===== config.mk =====
export PLATFORM = sky130hd
export DESIGN_NAME = serv_dbus_if
export DESIGN_NICKNAME = d
export VERILOG_FILES = /design/src/rtl/serv_dbus_if.sv
export SDC_FILE = /design/constraint.sdc
export NUM_CORES = 1
export LEC_CHECK = 0
export BUFFER_PORTS_ARGS = -buffer_cell sky130_fd_sc_hd__buf_2
export CAP_MARGIN = 20
export CORE_MARGIN = 2
export CORE_UTILIZATION = 35
export DETAILED_ROUTE_END_ITERATION = 16
export MAX_ROUTING_LAYER = met4
export PLACE_DENSITY = 0.71
export REMOVE_ABC_BUFFERS = 1
export SETUP_SLACK_MARGIN = 0.1
export SLEW_MARGIN = 20
export SYNTH_ARGS = -nofsm -noshare
export SYNTH_HDL_FRONTEND = slang
export SYNTH_SLANG_ARGS = --single-unit

===== constraint.sdc =====
create_clock -name i_clk -period 1.8 [get_ports i_clk]
set_input_delay 0.27 -clock i_clk [delete_from_list [all_inputs] [get_ports i_clk]]
set_output_delay 0.27 -clock i_clk [all_outputs]
set_load 0.03 [all_outputs]

===== src/rtl/serv_dbus_if.sv =====
// Wishbone classic data-bus master for the bit-serial core's load/store path.
// Accepts a single-cycle request and runs one bus cycle. Misaligned requests are trapped without a bus cycle.
module serv_dbus_if #(
    parameter int TIMEOUT       = 255,
    parameter bit WITH_MISALIGN = 1'b1
) (
    input  logic        i_clk,
    input  logic        i_rst_n,
    input  logic        i_req,
    input  logic        i_we,
    input  logic [1:0]  i_size,
    input  logic [31:0] i_adr,
    input  logic [31:0] i_wdat,
    output logic        o_busy,
    output logic        o_rdy,
    output logic        o_err,
    output logic        o_misalign,
    output logic        o_load,
    output logic [31:0] o_rdat,
    output logic [31:0] o_wb_adr,
    output logic [31:0] o_wb_dat,
    output logic [3:0]  o_wb_sel,
    output logic        o_wb_we,
    output logic        o_wb_cyc,
    input  logic [31:0] i_wb_rdt,
    input  logic        i_wb_ack,
    input  logic        i_wb_err
);

    typedef enum logic [1:0] {IDLE = 2'd0, BUS = 2'd1, RESP = 2'd2} state_t;

    localparam int CW = (TIMEOUT > 2) ? $clog2(TIMEOUT) : 1;
    localparam logic [CW-1:0] TO_LAST = CW'((TIMEOUT > 0) ? TIMEOUT - 1 : 0);

    state_t        state_q, state_d;
    logic [CW-1:0] cnt_q, cnt_d;
    logic [31:0]   adr_q, adr_d;
    logic [31:0]   dat_q, dat_d;
    logic [3:0]    sel_q, sel_d;
    logic          we_q, we_d;
    logic [31:0]   rdat_q, rdat_d;
    logic          load_q, load_d;
    logic          err_q, err_d;
    logic          mis_q, mis_d;

    logic          misalign;
    logic          term_err;
    logic          term_ack;
    logic          term_to;
    logic [3:0]    sel_req;
    logic [31:0]   dat_req;

    // Size 11 behaves like a word for both the alignment check and the lane selects.
    always_comb begin
        misalign = 1'b0;
        if (WITH_MISALIGN) begin
            misalign = ((i_size == 2'b01) && i_adr[0]) ||
                       (i_size[1] && (i_adr[1:0] != 2'b00));
        end
        case (i_size)
            2'b00: begin
                sel_req = 4'b0001 << i_adr[1:0];
                dat_req = {4{i_wdat[7:0]}};
            end
            2'b01: begin
                sel_req = i_adr[1] ? 4'b1100 : 4'b0011;
                dat_req = {2{i_wdat[15:0]}};
            end
            default: begin
                sel_req = 4'b1111;
                dat_req = i_wdat;
            end
        endcase
    end

    // Termination priority: err, then ack, then timeout.
    always_comb begin
        term_err = i_wb_err;
        term_ack = i_wb_ack && !i_wb_err;
        term_to  = (TIMEOUT != 0) && (cnt_q == TO_LAST) && !i_wb_ack && !i_wb_err;
    end

    always_ff @(posedge i_clk or negedge i_rst_n) begin
        if (!i_rst_n) begin
            state_q <= IDLE;
            cnt_q   <= '0;
            adr_q   <= '0;
            dat_q   <= '0;
            sel_q   <= '0;
            we_q    <= 1'b0;
            rdat_q  <= '0;
            load_q  <= 1'b0;
            err_q   <= 1'b0;
            mis_q   <= 1'b0;
        end else begin
            state_q <= state_d;
            cnt_q   <= cnt_d;
            adr_q   <= adr_d;
            dat_q   <= dat_d;
            sel_q   <= sel_d;
            we_q    <= we_d;
            rdat_q  <= rdat_d;
            load_q  <= load_d;
            err_q   <= err_d;
            mis_q   <= mis_d;
        end
    end

    always_comb begin
        state_d = state_q;
        case (state_q)
            IDLE: begin
                if (i_req) begin
                    state_d = misalign ? RESP : BUS;
                end
            end
            BUS: begin
                if (term_err || term_ack || term_to) begin
                    state_d = RESP;
                end
            end
            RESP:    state_d = IDLE;
            default: state_d = IDLE;
        endcase
    end

    always_comb begin
        cnt_d  = cnt_q;
        adr_d  = adr_q;
        dat_d  = dat_q;
        sel_d  = sel_q;
        we_d   = we_q;
        rdat_d = rdat_q;
        load_d = load_q;
        err_d  = err_q;
        mis_d  = mis_q;
        case (state_q)
            IDLE: begin
                cnt_d = '0;
                if (i_req) begin
                    load_d = 1'b0;
                    err_d  = 1'b0;
                    mis_d  = misalign;
                    // A trapped request leaves the bus-facing registers untouched.
                    if (!misalign) begin
                        adr_d = {i_adr[31:2], 2'b00};
                        dat_d = dat_req;
                        sel_d = sel_req;
                        we_d  = i_we;
                    end
                end
            end
            BUS: begin
                if (term_err) begin
                    err_d = 1'b1;
                end else if (term_ack) begin
                    load_d = !we_q;
                    if (!we_q) begin
                        rdat_d = i_wb_rdt;
                    end
                end else if (term_to) begin
                    err_d = 1'b1;
                end else begin
                    cnt_d = cnt_q + 1'b1;
                end
            end
            default: ;
        endcase
    end

    always_comb begin
        o_busy     = (state_q != IDLE);
        o_wb_cyc   = (state_q == BUS);
        o_rdy      = (state_q == RESP);
        o_load     = (state_q == RESP) && load_q;
        o_err      = (state_q == RESP) && err_q;
        o_misalign = (state_q == RESP) && mis_q;
    end

    assign o_rdat   = rdat_q;
    assign o_wb_adr = adr_q;
    assign o_wb_dat = dat_q;
    assign o_wb_sel = sel_q;
    assign o_wb_we  = we_q;

endmodule


=== After elaboration in Yosys (flattened, before gate mapping) ===
Index checks and enable logic that the tools add are counted.

* Add/sub/neg operators: 1
* Equality and inequality tests: 12
* Shift-type cells: 1
* Muxes and demuxes: 19
* Bitwise gates (word level): 3
* Reduce and logical (&&, ||, !) cells: 26

{| class="wikitable"
|+ Operators with widths
! operator !! count
|-
| case mux 32 bit (2 select lines) || 1
|-
| 2-to-1 mux 8 bit || 3
|-
| case mux 8 bit (2 select lines) || 1
|-
| AND reduction 4 bit || 4
|-
| adder 8 x 1 -> 8 bit, second input constant || 1
|-
| == test 8 bit, second input constant || 1
|-
| logical AND 1 bit || 8
|-
| inequality test 2 bit, second input constant || 4
|-
| case mux 4 bit (2 select lines) || 1
|-
| 2-to-1 mux 1 bit || 6
|-
| 2-to-1 mux 2 bit || 3
|-
| nonzero test 2 bit || 3
|-
| == test 2 x 1 -> 1 bit, second input constant || 2
|-
| logical NOT 2 bit || 2
|-
| 2-to-1 mux 4 bit || 1
|-
| inequality test 2 x 1 -> 1 bit, second input constant || 2
|-
| case mux 1 bit (2 select lines) || 2
|-
| case mux 2 bit (2 select lines) || 1
|-
| AND reduction 2 bit || 2
|-
| left shift 1 x 2 -> 4 bit, first input constant || 1
|-
| logical NOT 1 bit || 3
|-
| logical OR 1 bit || 3
|-
| inequality test 3 x 1 -> 1 bit, second input constant || 1
|-
| inequality test 3 bit, second input constant || 1
|-
| other kinds (3) || 5
|}

* Register bits: 112
* Input port bits: 104
* Logic and storage cells: 72

=== Depth between registers and ports, before layout ===
* Word-level depth: 7
* Depth in mapped cells: 6

=== Worst setup path after synthesis ===
OpenSTA, ideal clock, no wires.

* Kind: reg2out
* Start: reg state_q[1]
* End: out o_err
* Arrival time: 1,595 ps
* Path slack: -65 ps
* Cell stages (with the launch flop): 4
* Path buffers: 1
* Cell sequence: dfrtp_1 > clkbuf_1 > nor2b_1 > and2_1

* Longest elaborated chain between the ends: 2

{| class="wikitable"
|+ RTL lines
! item !! RTL line !! RTL
|-
| from (decl) || 35 || <nowiki>state_t state_q, state_d;</nowiki>
|-
| from (signal assigned) || 96 || <nowiki>state_q <= state_d;</nowiki>
|-
| == test 2 bit || n/a ||
|-
| named net o_rdy || 15 || <nowiki>output logic o_rdy,</nowiki>
|-
| logical AND 1 bit || 176 || <nowiki>o_err = (state_q == RESP) && err_q;</nowiki>
|-
| to (decl) || 16 || <nowiki>output logic o_err,</nowiki>
|}

The timed path passes the listed nets, and every way through them passes these cells.

=== Worst setup path after layout ===
* Start: reg state_q[1]
* End: reg rdat_q[23], in the netlist o_rdat[23]

* Longest elaborated chain between the ends: 2

{| class="wikitable"
|+ RTL lines
! item !! RTL line !! RTL
|-
| == test 2 x 1 -> 1 bit || 137 || <nowiki>case (state_q)</nowiki>
|-
| AND reduction 4 bit (no source line) || n/a ||
|-
| to (signal assigned) || 102 || <nowiki>rdat_q <= rdat_d;</nowiki>
|-
| to (decl) || 41 || <nowiki>logic [31:0] rdat_q, rdat_d;</nowiki>
|}

Every way passes these cells.
A chain may end at the register's enable or synchronous reset.

==> qor.yml <==
cp.required_ps: 2030
ys_async_sr_fraction_pct: 100.0
rr_worst_depth: 5
synth_area_leaders: "dfrtp_1 (58%), mux2_1 (10%), mux2_2 (6.3%)"
overflow: 0
grt_pass1_vias: 3773
cts_buffers: 9
num_rows: 42
nets: 710
cts.path.max_buffers: 2
drtAntennaViolNets: 0
tritoncts: "done"
gp_congestion: 0.8558
start_kind: "flip-flop"
reg2reg_from: "state_q[1]"
status: "completed"
area_delta_synth_final_pct: 38.98
multiInputGateArea_um2: 1959
critPathArrivalTime_ps: 1900
yosysWarnings: 0
routedWlPerCell_um: 15.61
register_area_um2: 2804
synth.avg_cell_area_um2: 12.59
synth_top_area_cell: "dfrtp_1"
clock-sinks: 112
ctsHtreeMaxLevel: 3
reg2reg_to: "o_rdat[23]"
routed_via_density: 4.829
path_clk_slew_ps: 70
maxCapViolCount: 0
fp.dieArea_um2: 14690
holdWs_ps: 136.9
drt-pass1-iter-count: 4
die_width_um: 121.2
fp.dieH_um: 121.2
fill_cells: 1208
crit_fanout: 16
grt_setup_unrepaired: "true"
synth_cells: 382
crit_path_end: "o_rdat[23]"
core_um2: 13350
period_share_pct: 92.84
synth_edf_count: 0
synth_cell_types: 44
port_buffers: 208
ys_top_cells_by_count: "dfrtp_1 (112), mux2_1 (44), nand2_1 (39), o21ai_0 (32), mux2_2 (27)"
syn_area_um2: 4808
fmax_mhz: 598.4
hold_viol: 0
grt_pass1_wl_um: 18090
fin_skew_ps: 4.706
drc: 0
crit_path_start: "state_q[1]"
peakVddDrop_uv: 746.6
crit_path_end_kind: "flip-flop"
r2r_slack_ps: 130
drt_iter0_drc: 120
worst-setup-path-type: "reg -> reg"
yosysSeqAreaShare_pct: 58.29
synth_most_common_cell: "dfrtp_1"
setup_viol_count_final: 0
ys_ff_latch: 112
grt_max_degree: 63
routed-via-count: 3786
io-pin-count: 211
antenna_found_initial: 0
dpl.hpwl_um: 8502
slew_violations: 0
cts_root_buf: "clkbuf_16"
hp-class: "in -> reg"
grt_usage_pct: 16.22
clk_latency_ps: 350
start_util_pct: 36.02
drive_gt1_share_pct: 49.01
synth_ff_type: "dfrtp_1"
diodes: 0
min_period_ps: 1671
power_density_nw_per_um2: 1480
synth_top_area_share_pct: 58.29
final.setup.tns_ps: 0
drt_wl_total_um: 12240
power_leakage_nw: 3.392
==> metal layers <==
layer	track usage (%)	up-vias	wire length (µm)
met2	26.05	157	5765
li1	-	1785	-
met5	-	-	0
met3	3.477	24	777
met4	8.190	0	309
met1	19.34	1820	5385
==> cells in the final DEF (no fill, tap or decap), drive strengths merged, types with 3 or more instances in the layout <==
cell type / instances
clkbuf: 14
o211ai: 5
and2: 3
a21oi: 10
o21ai: 35
mux2: 71
clkinv: 4
nor2: 15
dfrtp: 112
o311ai: 4
buf: 226
inv: 4
nor3: 3
nand3: 7
nand2: 39
mux2i: 25
==> metrics by stage <==
stage,utilization (%),cell area (µm²),instances,worst slack [ps],total power [mW]
floorplan,-,4688,362,-1169,6.360
global placement,45.94,6132,762,146.7,7.654
detailed placement,45.94,6132,762,101.5,7.782
CTS,48.46,6469,779,81.85,9.839
global route,50.07,6683,784,53.35,10.41
finish,50.07,6683,784,128.9,9.893
==> worst min path at each step <==
stage | start | to | slack [ps] | cells after the start
after global routing | i_wb_rdt[31] | o_rdat[31] | 120 | 2
after detailed placement | i_rst_n | o_rdat[25] | 150 | 1
after floorplan | i_rst_n | cnt_q[0] | -30 | 0
after CTS | i_adr[9] | o_wb_adr[9] | 110 | 2
after global placement | i_rst_n | o_rdat[18] | 150 | 1
final | i_wb_rdt[12] | o_rdat[12] | 140 | 2
==> where the power goes <==
part	internal, mW	switching, mW
combinational	1.39	2.68
clock	1.11	0.902
sequential	3.37	0.438
==> flip-flops by register name, indices dropped and copies added, names as in the netlist <==
register	cells
err_q	1
state_q	2
o_wb_we	1
mis_q	1
load_q	1
o_wb_dat	32
cnt_q	8
o_rdat	32
o_wb_adr	30
o_wb_sel	4
==> critical path, stage by stage, from the launching register on <==
cell       delay (ps)
dfrtp_1           400
nand2b_4          150
nor3b_2           190
nor2b_4           270
clkbuf_16         220
mux2_1            330
==> what timing repair did <==
item / CTS / global route
hold buffers: 1 / 0
endpoints found under the setup margin: 33 / 71
buffers inserted: 1 / 1
resized for setup: 8 / 25
endpoints found under the hold margin: 14 / 0
gates cloned: 0 / 4
==> kinds of logic after synthesis <==
family / share of synthesized area, %
buf+inv: 2.888
other cells: 0.07799
mux: 21.83
xor+xnor: 0.1822
simple gates: 8.665
fa+ha+maj: 0.5203
compound gates: 7.546
flops: 58.29
==> area by class of cell <==
cell class	instances	share of cell area [%]
sequential	112	41.96
multi-input combinational	246	29.32
timing repair buffer	231	20.76
clock buffer	10	3.576
tap	176	3.295
clock inverter	5	0.8613
inverter	4	0.2247
Note: power is estimated with default switching activity, not from simulation.
